**src/rtl/booth_pkg.sv**
```systemverilog
// booth_pkg: shared types and width constants for the radix-2 Booth multiplier.
//   state_t       FSM encoding (IDLE, RUN, DONE)
//   BOOTH_WIDTH   default operand width
//   ext_w/prod_w/cnt_w  helpers deriving internal widths from an operand width
package booth_pkg;

  typedef enum logic [1:0] {
    IDLE = 2'd0,
    RUN  = 2'd1,
    DONE = 2'd2
  } state_t;

  localparam int BOOTH_WIDTH  = 8;
  localparam int BOOTH_EXT_W  = BOOTH_WIDTH + 1;
  localparam int BOOTH_PROD_W = 2 * BOOTH_WIDTH;
  localparam int BOOTH_CNT_W  = $clog2(BOOTH_WIDTH + 2);

  // Zero-extended operand / accumulator width.
  function automatic int ext_w(input int w);
    return w + 1;
  endfunction

  function automatic int prod_w(input int w);
    return 2 * w;
  endfunction

  // Step counter runs 0..w, sized with headroom to w+1.
  function automatic int cnt_w(input int w);
    return $clog2(w + 2);
  endfunction

endpackage

```
**src/rtl/booth_step.sv**
```systemverilog
// booth_step: one combinational radix-2 Booth iteration.
// Ports:
//   acc, q, q_m1, m        current accumulator, multiplier register, Booth
//                          history bit, zero-extended multiplicand
//   acc_nxt, q_nxt, q_m1_nxt  state after add/sub and arithmetic right shift
module booth_step #(
  parameter int EXT_W = 9
) (
  input  logic [EXT_W-1:0] acc,
  input  logic [EXT_W-1:0] q,
  input  logic             q_m1,
  input  logic [EXT_W-1:0] m,
  output logic [EXT_W-1:0] acc_nxt,
  output logic [EXT_W-1:0] q_nxt,
  output logic             q_m1_nxt
);

  logic [EXT_W-1:0] sum;

  // Recoded digit: 01 -> +1, 10 -> -1, 00/11 -> 0. Arithmetic wraps
  // modulo 2^EXT_W, which cannot overflow for zero-extended operands.
  always_comb begin
    sum = acc;
    case ({q[0], q_m1})
      2'b01:   sum = acc + m;
      2'b10:   sum = acc - m;
      default: sum = acc;
    endcase
  end

  // Shift {sum, q, q_m1} right by one, replicating the sign of sum.
  assign acc_nxt  = {sum[EXT_W-1], sum[EXT_W-1:1]};
  assign q_nxt    = {sum[0], q[EXT_W-1:1]};
  assign q_m1_nxt = q[0];

endmodule

```
**src/rtl/booth_radix2_multiplier.sv**
```systemverilog
// booth_radix2_multiplier: sequential WIDTH x WIDTH unsigned radix-2 Booth
// multiplier, one recoded digit per clock, start/busy/done handshake.
// Optional feature macro: BOOTH_MUL_ADDEND_EN adds an addend input folded
// into the product on DONE entry (product = M*Q + addend).
// Ports:
//   clk           system clock, rising edge
//   rst_n         asynchronous active-low reset
//   start         request, sampled only in IDLE
//   multiplicand  operand M, captured on accepted start
//   multiplier    operand Q, captured on accepted start
//   addend        (BOOTH_MUL_ADDEND_EN only) captured on accepted start
//   busy          high during RUN (WIDTH+1 cycles)
//   done          one-cycle pulse, product valid from this cycle
//   product       result, held until the next done
//
// state | meaning
// IDLE  | waiting for start
// RUN   | one Booth step per clock, WIDTH+1 steps
// DONE  | product just registered, done pulse
module booth_radix2_multiplier
  import booth_pkg::*;
#(
  parameter int WIDTH = BOOTH_WIDTH
) (
  input  logic                 clk,
  input  logic                 rst_n,
  input  logic                 start,
  input  logic [WIDTH-1:0]     multiplicand,
  input  logic [WIDTH-1:0]     multiplier,
`ifdef BOOTH_MUL_ADDEND_EN
  input  logic [WIDTH-1:0]     addend,
`endif
  output logic                 busy,
  output logic                 done,
  output logic [2*WIDTH-1:0]   product
);

  localparam int EXT_W  = ext_w(WIDTH);
  localparam int PROD_W = prod_w(WIDTH);
  localparam int CNT_W  = cnt_w(WIDTH);
  localparam logic [CNT_W-1:0] LAST_CNT = CNT_W'(WIDTH);

  state_t             state, state_nxt;
  logic [EXT_W-1:0]   m_r, acc_r, q_r;
  logic               q_m1_r;
  logic [CNT_W-1:0]   cnt_r;
  logic [PROD_W-1:0]  product_r;

  logic [EXT_W-1:0]   acc_nxt, q_nxt;
  logic               q_m1_nxt;
  logic [PROD_W-1:0]  prod_nxt;

`ifdef BOOTH_MUL_ADDEND_EN
  logic [WIDTH-1:0]   addend_r;
`endif

  booth_step #(.EXT_W(EXT_W)) u_step (
    .acc      (acc_r),
    .q        (q_r),
    .q_m1     (q_m1_r),
    .m        (m_r),
    .acc_nxt  (acc_nxt),
    .q_nxt    (q_nxt),
    .q_m1_nxt (q_m1_nxt)
  );

  // The top two accumulator bits are sign extension of a product that
  // always fits in PROD_W bits, so only the low PROD_W bits are kept.
`ifdef BOOTH_MUL_ADDEND_EN
  assign prod_nxt = {acc_nxt[WIDTH-2:0], q_nxt} + PROD_W'(addend_r);
`else
  assign prod_nxt = {acc_nxt[WIDTH-2:0], q_nxt};
`endif

  always_ff @(posedge clk or negedge rst_n) begin
    if (!rst_n) state <= IDLE;
    else        state <= state_nxt;
  end

  always_comb begin
    state_nxt = state;
    busy      = 1'b0;
    done      = 1'b0;
    case (state)
      IDLE: if (start) state_nxt = RUN;
      RUN: begin
        busy = 1'b1;
        if (cnt_r == LAST_CNT) state_nxt = DONE;
      end
      DONE: begin
        done      = 1'b1;
        state_nxt = IDLE;
      end
      default: state_nxt = IDLE;
    endcase
  end

  always_ff @(posedge clk or negedge rst_n) begin
    if (!rst_n) begin
      m_r       <= '0;
      acc_r     <= '0;
      q_r       <= '0;
      q_m1_r    <= 1'b0;
      cnt_r     <= '0;
      product_r <= '0;
`ifdef BOOTH_MUL_ADDEND_EN
      addend_r  <= '0;
`endif
    end else begin
      case (state)
        IDLE: begin
          if (start) begin
            m_r      <= {1'b0, multiplicand};
            acc_r    <= '0;
            q_r      <= {1'b0, multiplier};
            q_m1_r   <= 1'b0;
            cnt_r    <= '0;
`ifdef BOOTH_MUL_ADDEND_EN
            addend_r <= addend;
`endif
          end
        end
        RUN: begin
          acc_r  <= acc_nxt;
          q_r    <= q_nxt;
          q_m1_r <= q_m1_nxt;
          cnt_r  <= cnt_r + CNT_W'(1);
          if (cnt_r == LAST_CNT) product_r <= prod_nxt;
        end
        default: ;
      endcase
    end
  end

  assign product = product_r;

endmodule
```
**config.mk**
```make
export PLATFORM = sky130hd
export DESIGN_NAME = booth_radix2_multiplier
export DESIGN_NICKNAME = d
export VERILOG_FILES = /design/src/rtl/booth_pkg.sv /design/src/rtl/booth_step.sv /design/src/rtl/booth_radix2_multiplier.sv
export SDC_FILE = /design/constraint.sdc
export NUM_CORES = 1
export LEC_CHECK = 0
export CAP_MARGIN = 20
export CORE_UTILIZATION = 45
export CTS_CLUSTER_SIZE = 20
export DETAILED_ROUTE_END_ITERATION = 6
export DONT_BUFFER_PORTS = 1
export MAX_ROUTING_LAYER = met4
export PLACE_DENSITY = 0.63
export SETUP_SLACK_MARGIN = 0.4
export SYNTH_ARGS = -nofsm -noshare
export SYNTH_HDL_FRONTEND = slang
export SYNTH_SLANG_ARGS = --single-unit
export TNS_END_PERCENT = 10
```
**constraint.sdc**
```tcl
create_clock -name clk -period 2.6 [get_ports clk]
set_input_delay 0.52 -clock clk [delete_from_list [all_inputs] [get_ports clk]]
set_output_delay 0.52 -clock clk [all_outputs]
set_load 0.02 [all_outputs]
```
==> results of run 1 <==
[per-layer routing]
layer | track usage | share of wire | vias up
li1 | - | - | 953
met1 | 0.265 | 0.44 | 956
met2 | 0.335 | 0.49 | 51
met3 | 0.0393 | 0.037 | 16
met4 | 0.0774 | 0.030 | 0
met5 | - | 0 | -
[synthesized netlist by cell type (2+ instances only)]
cell type   n  area, µm²
a21o_1      2       15.0
a21oi_1    15       75.1
a22o_1      3       26.3
a22oi_1     7       52.6
a31oi_1     2       12.5
a32oi_1     2       17.5
and3_1      2       12.5
buf_2       8       40.0
clkbuf_1    4       15.0
dfrtp_1    48       1200
ha_1       12        150
inv_1      11       41.3
inv_2       2       7.51
mux2_2      2       22.5
nand2_1    63        236
nand2b_1    3       18.8
nand3_1     3       15.0
nor2_1     12       45.0
nor2b_1     3       18.8
nor3_1      3       15.0
o21a_1      2       15.0
o21ai_0     5       25.0
o21ai_1    22        110
o31ai_1     4       30.0
xnor2_1     9       78.8
xor2_1      3       26.3
[cells in the final DEF, fill, tap and decap left out, types with 2 or more instances in the layout]
master and instances:
a32oi_1 2, nand2b_1 2, bufinv_16 2, nor2_1 12
mux2_4 2, o21a_1 2, nand2_1 62, and3_1 2
nor3_1 2, inv_2 5, dfrtp_1 48, xnor2_1 9
clkbuf_8 5, buf_4 13, o31ai_1 3, inv_1 8
xor2_1 3, ha_4 2, o21ai_1 23, a21oi_2 2
nor2b_1 3, ha_1 10, a31oi_1 2, a22oi_1 7
a21oi_1 13, a21o_1 2, nand3_1 3, nand2b_4 2
a22o_1 3, o21ai_0 4
[critical path, stage by stage, from the launching register on]
cell and delay (ns):
dfrtp_1 0.41, buf_6 0.14, nor3_4 0.16, nor2_1 0.08
xnor2_1 0.14, ha_1 0.38, a21o_1 0.17, a21oi_2 0.06
a2111o_1 0.44, o41ai_4 0.07, o31ai_1 0.12
[path summary, 6_finish.rpt]
check / start / end / slack [ns] / depth (start not counted)
worst max-delay path: m_r[0] / product[15] / 0.31 / 10
worst min-delay path: rst_n / product[8] / 0.05 / 1
worst max register to register: m_r[0] / product[15] / 0.31 / 10
worst min register to register: cnt_r[3] / cnt_r[3] / 0.48 / 1
max in group asynchronous: rst_n / m_r[5] / 2.34 / 1
min in group clk: multiplicand[6] / m_r[6] / 0.32 / 2
[final cells by class]
cell class	instances	area, µm²	area share
clock inverters	2	60.1	0.0204
multi-input cells	199	1340	0.455
repair buffers	15	136	0.0463
flip-flops and latches	48	1200	0.408
well taps	70	87.6	0.0298
inverters	13	48.8	0.0166
clock buffers	5	68.8	0.0234
[stage by stage]
stage               setup slack [ns]  instances  instance area, µm²
global placement               0.236        332                2610
global route                   0.179        352                2940
finish                         0.305        352                2940
detailed placement             0.209        332                2610
floorplan                      0.310        272                2570
CTS                            0.372        350                2900
[state kept, by name (all words and copies together), names as in the netlist]
name     cells
q_m1_r       1
state        2
q_r          9
product     16
cnt_r        4
m_r          8
acc_r        8
[kinds of logic after synthesis]
group / share of synthesized area
and+or+nand+nor: 0.179
AOI/OAI and AO/OA: 0.185
DFF: 0.473
buffers and inverters: 0.0409
adders and majority gates: 0.0670
xor gates and xnor gates: 0.0414
muxes: 0.0133
[what timing repair did]
action,CTS,global route
endpoints found under the hold margin,48,0
gates resized for setup,12,5
cloned,0,0
hold buffers,1,0
pin swaps,16,4
setup buffers,10,2
endpoints found under the setup margin,11,11
==> impl_metrics.toml, run 1 <==
[run_status]
outcome = "finished clean"

[placement]
place.gp.congestion = 0.923
dp_hpwl_mm = 3.75
io_buffers = 0

[clock_network]
insertion_delay_ns = 0.30
clock-root-buffer = "clkbuf_8"
cts_buffers = 5
cts_tree = "yes"
cts.clk_slew.worst_paths_ns = 0.09
cts_buffer_depth = 2
htreeDepth = 2
clock-sinks = 48

[die]
rows = 26
die_h_um = 77.1
dieArea_mm2 = 0.00595
start_util = 0.482
io_pins = 37
die_x_um = 77.1
core-area_mm2 = 0.00527

[route]
drc = 0
dr_total_vias = 1976
post_drt_wl_per_cell_um = 15.8
drt_iter0_markers = 79
ant_nets = 0
totalWireLength_mm = 5.55
avgViaCountPerCell = 5.61
first_pass_iters = 4

[sta]
rsz0062_at_grt = "yes"
period_needed_ns = 2.29
slew_headroom = 0.421
finalSetupViolations = 0
whs_ns = 0.0546
worst_slew_pin_slew_ns = 0.868
clock_skew_ns = 0.00662
setup_tns_ns = 0
slew_viol_final = 0
clock.fmax_mhz = 436
period_share = 0.883
hold_viol = 0

[global_routing]
grt_first_pass_wirelength_mm = 9.47
first_global_vias = 1974
grt_usage = 0.210
overflow = 0
grt_max_degree = 49
antenna_found_initial = 0

[worst_setup_path]
crit_fanout = 5
crit_arrival_ns = 2.48
crit_type = "flip-flop to flip-flop"
cp-start-kind = "flip-flop"
cp-end-kind = "flip-flop"
critical_path_required_ns = 2.78

[run]
maxCapViolCount = 0

[layout]
utilization = 0.558
nets = 314
nFillCells = 487
final_layout_size_suffix_gt1_frac = 0.177
syn2layout_area_growth_pct = 15.9
n_antenna_cell = 0

[synth]
ys.flop_type = "dfrtp_1"
syn_area_per_cell_um2 = 9.34
async_flop_share = 1.00
yosysSeqAreaShare = 0.473
ys_types = 46
synth_nets = 304
syn_inst = 272
yosys_warnings = 0
synth_edf_count = 0
ys_ff_latch = 48
synth.cell_area_mm2 = 0.00254

[worst_hold_path]
min-delay-path-class = "input port to async pin"
Power of run 1 is not shown: default switching activity piles up to over one toggle a cycle in this logic, so the estimate is an artifact.
==> inputs of run 2 (changes only) <==
--- a/config.mk
+++ b/config.mk
@@ -10,6 +10,7 @@
 export CTS_CLUSTER_SIZE = 20
 export DETAILED_ROUTE_END_ITERATION = 6
 export DONT_BUFFER_PORTS = 1
+export GPL_TIMING_DRIVEN = 1
 export MAX_ROUTING_LAYER = met4
 export PLACE_DENSITY = 0.63
 export SETUP_SLACK_MARGIN = 0.4
==> results of run 2 <==
Same layout as run 1: the final DEF is identical, and so are final timing and power.
Power of run 2 is left out for the same reason.
==> inputs of run 3 (changes only) <==
--- a/config.mk
+++ b/config.mk
@@ -5,6 +5,7 @@
 export SDC_FILE = /design/constraint.sdc
 export NUM_CORES = 1
 export LEC_CHECK = 0
+export ABC_AREA = 1
 export CAP_MARGIN = 20
 export CORE_UTILIZATION = 45
 export CTS_CLUSTER_SIZE = 20
@@ -16,5 +17,6 @@
 export SETUP_SLACK_MARGIN = 0.4
 export SYNTH_ARGS = -nofsm -noshare
 export SYNTH_HDL_FRONTEND = slang
+export SYNTH_HIERARCHICAL = 1
 export SYNTH_SLANG_ARGS = --single-unit
 export TNS_END_PERCENT = 10
==> impl_metrics.toml, run 3 <==
[run_status]
outcome = "finished clean"

[route]
post_drt_wl_per_cell_um = 14.2
drt_iter0_markers = 127
first_pass_iters = 4
avgViaCountPerCell = 5.12
drc = 0
totalWireLength_mm = 6.64
dr_total_vias = 2398
ant_nets = 0

[global_routing]
overflow = 0
first_global_vias = 2254
grt_max_degree = 50
antenna_found_initial = 0
grt_first_pass_wirelength_mm = 10.8
grt_usage = 0.223

[sta]
rsz0062_at_grt = "yes"
period_share = 0.863
clock_skew_ns = 0.00964
worst_slack_ns = 0.357
hold_viol = 0
clock.fmax_mhz = 446
period_needed_ns = 2.24
finalSetupViolations = 0
setup_tns_ns = 0
worst_slew_pin_slew_ns = 0.615
slew_viol_final = 0
slew_headroom = 0.590

[worst_setup_path]
rr_startpoint = "m_r[1]"
crit_fanout = 4
crit_arrival_ns = 2.45
critical_path_required_ns = 2.80
r2r_end = "acc_r[7]"
r2r_slack_ns = 0.36
r2r_cells = 19
crit_type = "flip-flop to flip-flop"
cp-start-kind = "flip-flop"
cp-end-kind = "flip-flop"

[placement]
io_buffers = 0
post-place-ws_ns = 0.242
place.gp.congestion = 0.939
post_dp_cell_area_mm2 = 0.00282
dp_hpwl_mm = 4.27

[synth]
synth_edf_count = 0
ys_top_cells_by_count = "nand2_1 (187), dfrtp_1 (49), nand3_1 (30)"
synth.cell_area_mm2 = 0.00282
synth_area_leaders = "dfrtp_1 (43%), nand2_1 (25%), ha_1 (5.3%)"
syn_area_per_cell_um2 = 7.35
ys.flop_type = "dfrtp_1"
yosysSeqAreaShare = 0.434
async_flop_share = 1.00
ys_types = 29
yosys_warnings = 6
syn_inst = 384
synth.most_common_cell = "nand2_1"
ys_ff_latch = 49
yosysTopAreaCell = "dfrtp_1"
synth_top_area_share = 0.434

[layout]
largest_register_ffs = 16
multi_input_area_mm2 = 0.00157
final_layout_size_suffix_gt1_frac = 0.198
mostFrequentLayoutCell = "nand2_1"
final_area_mm2 = 0.00330
nets = 424
n_antenna_cell = 0
syn2layout_area_growth_pct = 16.8
nFillCells = 572
seqCellArea_mm2 = 0.00123
final_cell_mix = "nand2_1 (177), dfrtp_1 (49), nand3_1 (27)"

[die]
io_pins = 37
start_util = 0.471
dieArea_mm2 = 0.00660
die_x_um = 81.2
die_h_um = 81.2
core-area_mm2 = 0.00599
rows = 28

[clock_network]
cts.clk_slew.worst_paths_ns = 0.09
htreeDepth = 2
clock-sinks = 49
cts_tree = "yes"
cts_buffers = 5
insertion_delay_ns = 0.30
clock-root-buffer = "clkbuf_8"
cts_buffer_depth = 2

[worst_hold_path]
min-delay-path-class = "input port to async pin"

[run]
maxCapViolCount = 0
[run 3: cell types whose count changed in the layout (fill, tap and decap cells not counted), sizes merged, moves of 5 or more]
cell | before | now
nand2 | 64 | 190
xnor2 | 9 | 3
a21oi | 16 | 6
a22oi | 7 | 0
nand3 | 3 | 30
buf | 15 | 20
nor2 | 12 | 18
o21ai | 27 | 13
inv | 13 | 29
[run 3: timing repair]
item,4_1_cts,5_1_grt
gates resized for setup,16,28
hold endpoints to repair,49,0
pin swaps,14,19
hold buffers,1,0
buffers inserted,12,4
endpoints found under the setup margin,10,12
[run 3: cells by family after synthesis]
| kind of cell | count (synthesis) | share of synthesized area |
|---|---|---|
| buffers and inverters | 49 | 0.0873 |
| adders and majority gates | 13 | 0.0603 |
| other | 1 | 0.00133 |
| xor gates and xnor gates | 6 | 0.0186 |
| DFF | 49 | 0.434 |
| and+or+nand+nor | 242 | 0.350 |
| AOI/OAI and AO/OA | 24 | 0.0479 |
[run 3: final cells by class]
type / count / area share
multi-input combinational: 287 / 0.475
clock inverter: 3 / 0.0197
inverter: 29 / 0.0330
tap: 75 / 0.0285
clock buffer: 5 / 0.0209
timing repair buffer: 20 / 0.0516
sequential: 49 / 0.372
[run 3: critical path: stages, from the launching register on]
cell	delay [ns]
dfrtp_1	0.39
inv_2	0.11
nand3_4	0.10
nor2_4	0.12
nand2_1	0.07
nand2_1	0.07
xnor2_1	0.12
inv_1	0.09
ha_4	0.29
nand2_2	0.05
nor2_1	0.10
nand3_1	0.10
nand2_2	0.11
inv_2	0.04
nand2_2	0.06
nand3_2	0.06
nand2_2	0.08
nand2_2	0.06
nand2_1	0.06
nand2_1	0.05
[run 3: routing by layer]
| layer | wire length [µm] | share of wire | vias to the layer above | global-route usage |
|---|---|---|---|---|
| met1 | 3000 | 0.45 | 1152 | 0.288 |
| met4 | 75 | 0.011 | 0 | 0.0589 |
| li1 | - | - | 1197 | - |
| met5 | 0 | 0 | - | - |
| met2 | 3290 | 0.50 | 42 | 0.361 |
| met3 | 271 | 0.041 | 7 | 0.0404 |
[run 3: how the worst max path moves through the flow]
stage	start	end	slack, ns	depth (start not counted)
3_3_place_gp	m_r[1]	product[15]	0.23	15
5_1_grt	m_r[0]	product[15]	0.20	16
6_report	m_r[1]	acc_r[7]	0.36	19
2_1_floorplan	q_m1_r	acc_r[8]	0.42	17
4_1_cts	m_r[1]	acc_r[8]	0.38	18
3_5_place_dp	m_r[1]	product[15]	0.24	15
[run 3: through the flow]
stage / util / hold WS [ns] / instances
final: 0.551 / 0.0491 / 468
after global routing: 0.551 / 0.0553 / 468
after CTS: 0.525 / 0.0525 / 464
after detailed placement: 0.471 / 0.225 / 443
after global placement: 0.471 / 0.226 / 443
after floorplan: - / 0.224 / 385
Power of run 3 is left out for the same reason.
